## config.mk

```make
export PLATFORM = sky130hd
export DESIGN_NAME = rs232_cmd_decoder
export DESIGN_NICKNAME = d
export VERILOG_FILES = /design/src/rtl/rs232_cmd_pkg.sv /design/src/rtl/cmd_interval_timer.sv /design/src/rtl/rs232_cmd_decoder.sv
export SDC_FILE = /design/constraint.sdc
export NUM_CORES = 1
export LEC_CHECK = 0
export CAP_MARGIN = 20
export CELL_PAD_IN_SITES_DETAIL_PLACEMENT = 2
export CELL_PAD_IN_SITES_GLOBAL_PLACEMENT = 2
export CORE_MARGIN = 3
export CORE_UTILIZATION = 33
export CTS_CLUSTER_SIZE = 30
export DETAILED_ROUTE_END_ITERATION = 12
export PLACE_DENSITY_LB_ADDON = 0.1
export SETUP_SLACK_MARGIN = 0.15
export SYNTH_ARGS = -nofsm -noshare
export SYNTH_HDL_FRONTEND = slang
export SYNTH_SLANG_ARGS = --single-unit
```

## constraint.sdc

```tcl
create_clock -name CLK -period 3.6 [get_ports CLK]
set_clock_uncertainty 0.05 [all_clocks]
set_input_delay 0.36 -clock CLK [delete_from_list [all_inputs] [get_ports CLK]]
set_output_delay 0.36 -clock CLK [all_outputs]
set_load 0.01 [all_outputs]
```

## src/rtl/rs232_cmd_pkg.sv

```systemverilog
// Shared constants, FSM state type and helpers for the RS232 debug command decoder.
package rs232_cmd_pkg;

  localparam logic [7:0] HDR   = 8'hA5;
  localparam logic [7:0] OP_WR = 8'h01;
  localparam logic [7:0] OP_RD = 8'h02;
  localparam logic [7:0] ACK   = 8'h06;
  localparam logic [7:0] NAK   = 8'h15;

  typedef enum logic [2:0] {
    ST_IDLE,
    ST_GET_OP,
    ST_GET_ADDR,
    ST_GET_DATA,
    ST_GET_SUM,
    ST_EXEC,
    ST_RESP
  } state_e;

  function automatic logic [7:0] sat_inc8(input logic [7:0] v);
    return (v == 8'hFF) ? v : v + 8'd1;
  endfunction

endpackage

```

## src/rtl/cmd_interval_timer.sv

```systemverilog
// Down-counting interval timer: load a value, count to zero, report expiry while at zero.
module cmd_interval_timer #(
  parameter int unsigned W = 8
) (
  input  logic         clk,
  input  logic         rst,
  input  logic         load,
  input  logic         count,
  input  logic [W-1:0] load_val,
  output logic         expired
);

  logic [W-1:0] cnt_q, cnt_d;

  always_comb begin
    cnt_d = cnt_q;
    if (load) begin
      cnt_d = load_val;
    end else if (count && (cnt_q != '0)) begin
      cnt_d = cnt_q - W'(1);
    end
  end

  always_ff @(posedge clk) begin
    if (rst) begin
      cnt_q <= '0;
    end else begin
      cnt_q <= cnt_d;
    end
  end

  assign expired = (cnt_q == '0);

endmodule

```

## src/rtl/rs232_cmd_decoder.sv

```systemverilog
// Parses framed read/write packets from the RS232 receiver, owns the debug register
// bank and error counter, and issues one response byte per packet to the transmitter.
module rs232_cmd_decoder
  import rs232_cmd_pkg::*;
#(
  parameter int unsigned NREGS   = 16,
  parameter int unsigned ADDR_W  = 4,
  parameter int unsigned TIMEOUT = 4096,
  parameter int unsigned TX_GAP  = 64
) (
  input  logic                 CLK,
  input  logic                 RST,
  input  logic [7:0]           RXByte,
  input  logic                 RXStrobe,
  output logic [7:0]           TXByte,
  output logic                 TXStrobe,
  output logic [8*NREGS-1:0]   RegFile,
  output logic                 WriteStrobe,
  output logic [ADDR_W-1:0]    WriteAddr,
  output logic [7:0]           ErrCount
);

  localparam int unsigned TO_W  = $clog2(TIMEOUT + 1);
  localparam int unsigned GAP_W = $clog2(TX_GAP + 1);

  state_e              state_q, state_d;
  logic [7:0]          op_q, op_d, addr_q, addr_d, data_q, data_d, sum_q, sum_d;
  logic [7:0]          regs_q [NREGS];
  logic [7:0]          regs_d [NREGS];
  logic [7:0]          tx_byte_q, tx_byte_d, err_cnt_q, err_cnt_d;
  logic                tx_strobe_q, tx_strobe_d, wr_strobe_q, wr_strobe_d;
  logic [ADDR_W-1:0]   wr_addr_q, wr_addr_d, idx;
  logic                in_get, to_load, to_expired, gap_load, gap_expired;
  logic                sum_ok, op_ok, addr_ok;

  assign in_get   = (state_q == ST_GET_OP) || (state_q == ST_GET_ADDR) ||
                    (state_q == ST_GET_DATA) || (state_q == ST_GET_SUM);
  assign to_load  = RXStrobe && (in_get || ((state_q == ST_IDLE) && (RXByte == HDR)));
  assign gap_load = (state_q == ST_EXEC);
  assign idx      = addr_q[ADDR_W-1:0];
  assign sum_ok   = (sum_q == (op_q ^ addr_q ^ ((op_q == OP_WR) ? data_q : 8'h00)));
  assign op_ok    = (op_q == OP_WR) || (op_q == OP_RD);
  assign addr_ok  = ({1'b0, addr_q} < 9'(NREGS));

  // Loaded with N-1 so expiry lands after exactly N cycles in the waiting state.
  cmd_interval_timer #(.W(TO_W)) u_byte_timeout (
    .clk(CLK), .rst(RST), .load(to_load), .count(1'b1),
    .load_val(TO_W'(TIMEOUT - 1)), .expired(to_expired)
  );

  cmd_interval_timer #(.W(GAP_W)) u_tx_gap (
    .clk(CLK), .rst(RST), .load(gap_load), .count(1'b1),
    .load_val(GAP_W'(TX_GAP - 1)), .expired(gap_expired)
  );

  always_comb begin
    state_d     = state_q;
    op_d        = op_q;
    addr_d      = addr_q;
    data_d      = data_q;
    sum_d       = sum_q;
    regs_d      = regs_q;
    tx_byte_d   = tx_byte_q;
    tx_strobe_d = 1'b0;
    wr_strobe_d = 1'b0;
    wr_addr_d   = wr_addr_q;
    err_cnt_d   = err_cnt_q;
    case (state_q)
      ST_IDLE:     if (RXStrobe && (RXByte == HDR)) state_d = ST_GET_OP;
      ST_GET_OP:   if (RXStrobe) begin op_d = RXByte; state_d = ST_GET_ADDR; end
      ST_GET_ADDR: if (RXStrobe) begin
        addr_d  = RXByte;
        state_d = (op_q == OP_WR) ? ST_GET_DATA : ST_GET_SUM;
      end
      ST_GET_DATA: if (RXStrobe) begin data_d = RXByte; state_d = ST_GET_SUM; end
      ST_GET_SUM:  if (RXStrobe) begin sum_d = RXByte; state_d = ST_EXEC; end
      ST_EXEC: begin
        tx_strobe_d = 1'b1;
        state_d     = ST_RESP;
        if (sum_ok && op_ok && addr_ok) begin
          if (op_q == OP_WR) begin
            regs_d[idx] = data_q;
            wr_strobe_d = 1'b1;
            wr_addr_d   = idx;
            tx_byte_d   = ACK;
          end else begin
            tx_byte_d   = regs_q[idx];
          end
        end else begin
          tx_byte_d = NAK;
          err_cnt_d = sat_inc8(err_cnt_q);
        end
      end
      ST_RESP:     if (gap_expired) state_d = ST_IDLE;
      default:     state_d = ST_IDLE;
    endcase
    // A byte arriving on the expiry cycle takes priority over the timeout.
    if (in_get && !RXStrobe && to_expired) begin
      state_d   = ST_IDLE;
      err_cnt_d = sat_inc8(err_cnt_q);
    end
  end

  always_ff @(posedge CLK) begin
    if (RST) begin
      state_q     <= ST_IDLE;
      op_q        <= '0;
      addr_q      <= '0;
      data_q      <= '0;
      sum_q       <= '0;
      regs_q      <= '{default: '0};
      tx_byte_q   <= '0;
      tx_strobe_q <= 1'b0;
      wr_strobe_q <= 1'b0;
      wr_addr_q   <= '0;
      err_cnt_q   <= '0;
    end else begin
      state_q     <= state_d;
      op_q        <= op_d;
      addr_q      <= addr_d;
      data_q      <= data_d;
      sum_q       <= sum_d;
      regs_q      <= regs_d;
      tx_byte_q   <= tx_byte_d;
      tx_strobe_q <= tx_strobe_d;
      wr_strobe_q <= wr_strobe_d;
      wr_addr_q   <= wr_addr_d;
      err_cnt_q   <= err_cnt_d;
    end
  end

  always_comb begin
    RegFile = '0;
    for (int unsigned i = 0; i < NREGS; i++) begin
      RegFile[8*i +: 8] = regs_q[i];
    end
  end

  assign TXByte      = tx_byte_q;
  assign TXStrobe    = tx_strobe_q;
  assign WriteStrobe = wr_strobe_q;
  assign WriteAddr   = wr_addr_q;
  assign ErrCount    = err_cnt_q;

endmodule

```

; ---- After elaboration in Yosys (flattened, before gate mapping)
; Index checks and enable logic that the tools add are counted.
[classes]
add_sub_neg = 3
n_lt_le_gt_ge = 3
eq_ne = 18
muxes = 27
n_bitwise = 5
reduce_logical = 33
[op_table]
columns = op, n
row1 = bitwise mux 128 bit, 1
row2 = 2-to-1 mux 8 bit, 10
row3 = binary-select mux 8 bit (select 4 bit), 1
row4 = demux 8 bit (select 4 bit), 1
row5 = 2-to-1 mux 12 bit, 2
row6 = 2-to-1 mux 3 bit, 7
row7 = case mux 3 bit (7 select lines), 1
row8 = equality test 8 bit (second input constant), 2
row9 = bitwise XOR 8 bit, 2
row10 = zero test 13 bit, 1
row11 = nonzero test 13 bit, 1
row12 = subtractor 13 x 1 -> 13 bit (second input constant), 1
row13 = 2-to-1 mux 6 bit, 2
row14 = != test 2 bit (second input constant), 5
row15 = AND reduction 2 bit, 5
row16 = equality test 3 bit (second input constant), 3
row17 = adder 8 x 1 -> 8 bit (second input constant), 1
row18 = equality test 8 x 1 -> 1 bit (second input constant), 1
row19 = equality test 8 x 2 -> 1 bit (second input constant), 1
row20 = equality test 8 bit, 1
row21 = logical AND 1 bit, 8
row22 = less-than comparator 8 x 5 -> 1 bit (second input constant), 1
row23 = zero test 7 bit, 1
row24 = nonzero test 7 bit, 1
row25 = other kinds (17), 29
[totals]
register_bits = 205
inputBits = 11
output_inout_bits = 150
wordCells = 119

; ---- Depth between registers and ports, before layout
[logic_depth]
depth_word = 9
ltp_mapped = 11
mapped_depth_nobuf = 9

; ---- Modules after synthesis
; Synthesis repeated with hierarchy kept, for this count alone.
[unflattened]
cells_unflattened = 1002
hier_area_um2 = 9934.5
[modules_own_cells]
columns = module, n_inst, cells_per_inst, area_per_inst_um2
row1 = rs232_cmd_decoder, 1, 856, 8677.1
row2 = cmd_interval_timer (u_byte_timeout), 1, 98, 838.3
row3 = cmd_interval_timer (u_tx_gap), 1, 48, 419.2

; ---- Worst setup path after synthesis
; Ideal clock, no wire load.
[synth_path]
path_kind = register to register
startpoint = reg u_byte_timeout.cnt_q[2]
endpoint = reg err_cnt_q[4] (netlist: ErrCount[4])
arrival_ps = 2535
required_time_ps = 3427
setup_slack_ps = 892
stages_incl_launch_ff = 9
n_path_buf = 0
path_cell_list = dfxtp_1 -> or4_4 -> nor4_4 -> and2b_2 -> nand4bb_1 -> or4_4 -> a211oi_2 -> and3_1 -> mux2_1
[synth_via]
elab_chain_len = 4
[synth_lines]
columns = element, line
row1 = "start, declared", cmd_interval_timer.sv:13  ; logic [W-1:0] cnt_q, cnt_d;
row2 = "start signal, assigned", cmd_interval_timer.sv:28  ; cnt_q <= cnt_d;
row3 = zero test 13 bit (*), cmd_interval_timer.sv:32  ; assign expired = (cnt_q == '0);
row4 = logical AND 1 bit (*), rs232_cmd_decoder.sv:98  ; if (in_get && !RXStrobe && to_expired) begin
row5 = != test 2 x 1 -> 1 bit (no source line) / nonzero test 2 bit (equally long branches), n/a
row6 = AND reduction 2 bit (no source line), n/a
row7 = "end signal, assigned", rs232_cmd_decoder.sv:128  ; err_cnt_q <= err_cnt_d;
row8 = "end, declared", rs232_cmd_decoder.sv:30  ; logic [7:0] tx_byte_q, tx_byte_d, err_cnt_q, err_cnt_d;
; Every way passes the cells marked *; elsewhere a longest branch is shown, timed or not.
; A chain may end at the register's enable or synchronous reset.

; ---- Final worst setup path
[layout_path]
startpoint = reg op_q[7]
endpoint = reg regs_q (netlist bit RegFile[76])
[layout_via]
elab_chain_len = 7
[layout_lines]
columns = element, line
row1 = "start, declared", rs232_cmd_decoder.sv:27  ; logic [7:0] op_q, op_d, addr_q, addr_d, data_q, data_d, sum_q, sum_d;
row2 = "start signal, assigned", rs232_cmd_decoder.sv:119  ; op_q <= op_d;
row3 = equality test 8 x 1 -> 1 bit, "rs232_cmd_decoder.sv:41, rs232_cmd_decoder.sv:42, rs232_cmd_decoder.sv:81"
row4 = 2-to-1 mux 8 bit, rs232_cmd_decoder.sv:41  ; assign sum_ok = (sum_q == (op_q ^ addr_q ^ ((op_q == OP_WR) ? data_q : 8'h00)));
row5 = bitwise XOR 8 bit, rs232_cmd_decoder.sv:41
row6 = equality test 8 bit, rs232_cmd_decoder.sv:41
row7 = logical AND 1 bit (2 in series), rs232_cmd_decoder.sv:80  ; if (sum_ok && op_ok && addr_ok) begin
row8 = AND reduction 3 bit (no source line) (*), n/a
row9 = "end signal, assigned", rs232_cmd_decoder.sv:123  ; regs_q <= regs_d;
row10 = "end, declared", rs232_cmd_decoder.sv:28  ; logic [7:0] regs_q [NREGS];
; Marked as above.

==> results.yml <==
pwr:
  p_int_uw: 4132
  power_frac_seq: 0.439
  combPwrFrac: 0.156
  power_uw: 5724
  p_sw_uw: 1593
  clkPwrFrac: 0.406
  p_leak_uw: 0.004757
  p_per_area_nw_per_um2: 473.0
  irDropWorstVdd_uv: 284.8
  p_sw_frac: 0.2783
worst_setup_path:
  endpoint_kind: "flip-flop"
  cp.required_ps: 3920
  crit_path_start_kind: "flip-flop"
  arrival_ps: 3550
  cp_max_fo: 9
  crit_type: "reg -> reg"
synth:
  syn_area_um2: 9345
  ys_types: 60
  syn_nets: 944
  synth-edff-count: 0
  synthCells: 930
  synth_compound_area_frac: 0.05904
  synthMuxAreaShare: 0.2433
  async_flop_share: 0
  synth_xor_area_frac: 0.03976
  ys_seq_elements: 205
  syn_area_per_cell_um2: 10.05
  synth_fa_ha_area_frac: 0.004017
  synth-simple-area-share: 0.1801
  synth_top_family_by_area: "multiplexers"
  synth_flop_cell: "dfxtp_1"
  yosys_warnings: 0
  seq_area_frac_synth: 0.4391
detailed_routing:
  ant_nets: 0
  dr_wl_met2_um: 15260
  drtIter0Drc: 407
  avgRoutedWirePerCell_um: 22.22
  dr_wl_met3_um: 1693
  top_layer_used: "met4"
  dr.pass1.iters: 5
  drc: 0
  via_per_inst: 5.220
  vias: 7626
  routed_wl_um: 32470
  met1Wirelength_um: 14780
min_path:
  hp-class: "in -> reg"
timing:
  setup_viol: 0
  slew_headroom: 0.4220
  tns_ps: 0
  maxSlewViolCount: 0
  worst_pin_slew_ps: 863.8
  finalCritPeriodShare: 0.8969
  rsz0062_at_grt: "yes"
  finalCriticalPeriod_ps: 3229
  hold_viol: 0
  fmax_ghz: 0.3097
cts:
  h-tree-depth: 1
  cts_tree: "done"
  cts.sinks: 205
  root_buffer: "clkbuf_16"
  cts_max_path_buffers: 3
  cts_buffers: 25
  clk_latency_ps: 520
  clk_pin_slew_ps: 60
  cts_setup_buffers: 0
global_route:
  grt_max_degree: 82
  grt_overflow_total: 0
  grt_pass1_vias: 8212
  antenna_found_initial: 0
  grt_use_total: 0.2114
  grt_first_pass_wirelength_um: 50740
layout:
  layout-drive-gt1-share: 0.1221
  syn2layout_area_growth_pct: 29.50
  nets: 1090
  layout_common_cells: "dfxtp_1 (203), nor2_1 (164), clkdlybuf4s50_1 (159), mux2i_1 (136), nand2_1 (86)"
  final_cell_area_um2: 12100
  final_cells: 1461
  final_common_cell: "dfxtp_1"
  n_antenna_cell: 0
place:
  dpl.hpwl_um: 23300
  port_buffers: 160
  place_congestion: 0.7831
  placed_cells: 1421
  placement.cell_area_um2: 11360
run_status:
  status: "completed"
floorplanning:
  coreArea_um2: 27400
  rows: 60
  dieArea_um2: 30370
  start_util: 0.3411
  fp.dieH_um: 174.3
  ios: 161
  die_w_um: 174.3
flow_run:
  cap_violations: 0
worst max-delay path, stage by stage, from the launching register on:
cell,delay [ps]
dfxtp_1,350
nor4_4,420
o2111ai_1,260
nor4_2,370
o2111ai_1,300
nor4_4,240
buf_4,230
buf_4,230
nand3_2,310
mux2i_1,270
nor2_1,60
cells in the mapped netlist (4+ instances only):
master | instances | area share
nand3_1 | 8 | 0.0043
and2_1 | 4 | 0.0027
nand2_1 | 87 | 0.035
nor4_1 | 4 | 0.0027
nand3_2 | 6 | 0.0064
o21ai_0 | 5 | 0.0027
nand2b_1 | 4 | 0.0027
a21oi_1 | 62 | 0.033
xor2_1 | 10 | 0.0094
mux4_2 | 40 | 0.096
dfxtp_1 | 205 | 0.44
and3_1 | 13 | 0.0087
nand3_4 | 5 | 0.0094
mux2i_1 | 136 | 0.15
a22oi_1 | 5 | 0.0040
inv_1 | 9 | 0.0036
buf_2 | 5 | 0.0027
nor2_1 | 164 | 0.066
nor3_1 | 11 | 0.0059
a211oi_1 | 4 | 0.0032
nor2b_1 | 12 | 0.0080
xnor3_1 | 4 | 0.0096
xnor2_1 | 14 | 0.013
clkbuf_1 | 55 | 0.022
buf_4 | 4 | 0.0032
power groups by stage:
| stage | registers, µW | clock network [µW] | logic (µW) |
|---|---|---|---|
| final | 2510 | 2320 | 891 |
| after global routing | 2530 | 2500 | 1020 |
| after CTS | 2510 | 2400 | 901 |
| after detailed placement | 2560 | 0 | 891 |
| after global placement | 2550 | 0 | 864 |
| after floorplan | 2510 | 0 | 705 |
timing repair:
item,4_1_cts,5_1_grt
endpoints found under the hold margin,0,0
setup endpoints to repair,0,23
resized for setup,0,2
hold buffers,0,0
state kept, by name, summed over array words and instances (netlist names):
register              cells
data_q                    8
addr_q                    8
u_byte_timeout.cnt_q     13
RegFile                 128
sum_q                     8
u_tx_gap.cnt_q            7
WriteStrobe               1
ErrCount                  8
op_q                      8
TXByte                    8
TXStrobe                  1
WriteAddr                 4
state_q                   3
through the flow:
step	worst slack, ps	hold slack [ps]	utilization
2_1_floorplan	891.6	386.8	-
3_3_place_gp	448.0	397.7	0.4145
3_5_place_dp	381.5	407.2	0.4145
4_1_cts	350.5	259.1	0.4413
5_1_grt	66.71	285.7	0.4416
6_report	371.0	251.9	0.4416
cell families (layout without fill, tap and decap cells):
family                     Yosys count  after routing
AOI/OAI and AO/OA                   92             92
xor gates and xnor gates            31             31
adders and majority gates            3              3
buffers and inverters               78            237
DFF                                205            205
muxes                              177            177
and+or+nand+nor                    344            344
cell type report:
cell class              instances  area (µm²)
inverters                       9       33.78
fillers                      2911       15300
flip-flops and latches        205        4106
well taps                     372       465.4
clock inverters                 3       15.01
multi-input cells             647        4935
repair buffers                188        1826
clock buffers                  37       720.7
metal layers:
| metal | vias up | global-route usage |
|---|---|---|
| met5 | - | 0 |
| met4 | 0 | 0.04926 |
| met3 | 45 | 0.03844 |
| met2 | 175 | 0.3469 |
| met1 | 3881 | 0.2902 |
| li1 | 3525 | - |
final timing paths:
check | startpoint | endpoint | slack, ps | cells past startpoint
max | op_q[7] | RegFile[76] | 370 | 10
max reg2reg | op_q[7] | RegFile[76] | 370 | 10
min | RST | ErrCount[0] | 250 | 2
min reg2reg | sum_q[6] | sum_q[6] | 420 | 2
(Power assumes the default switching activity.)
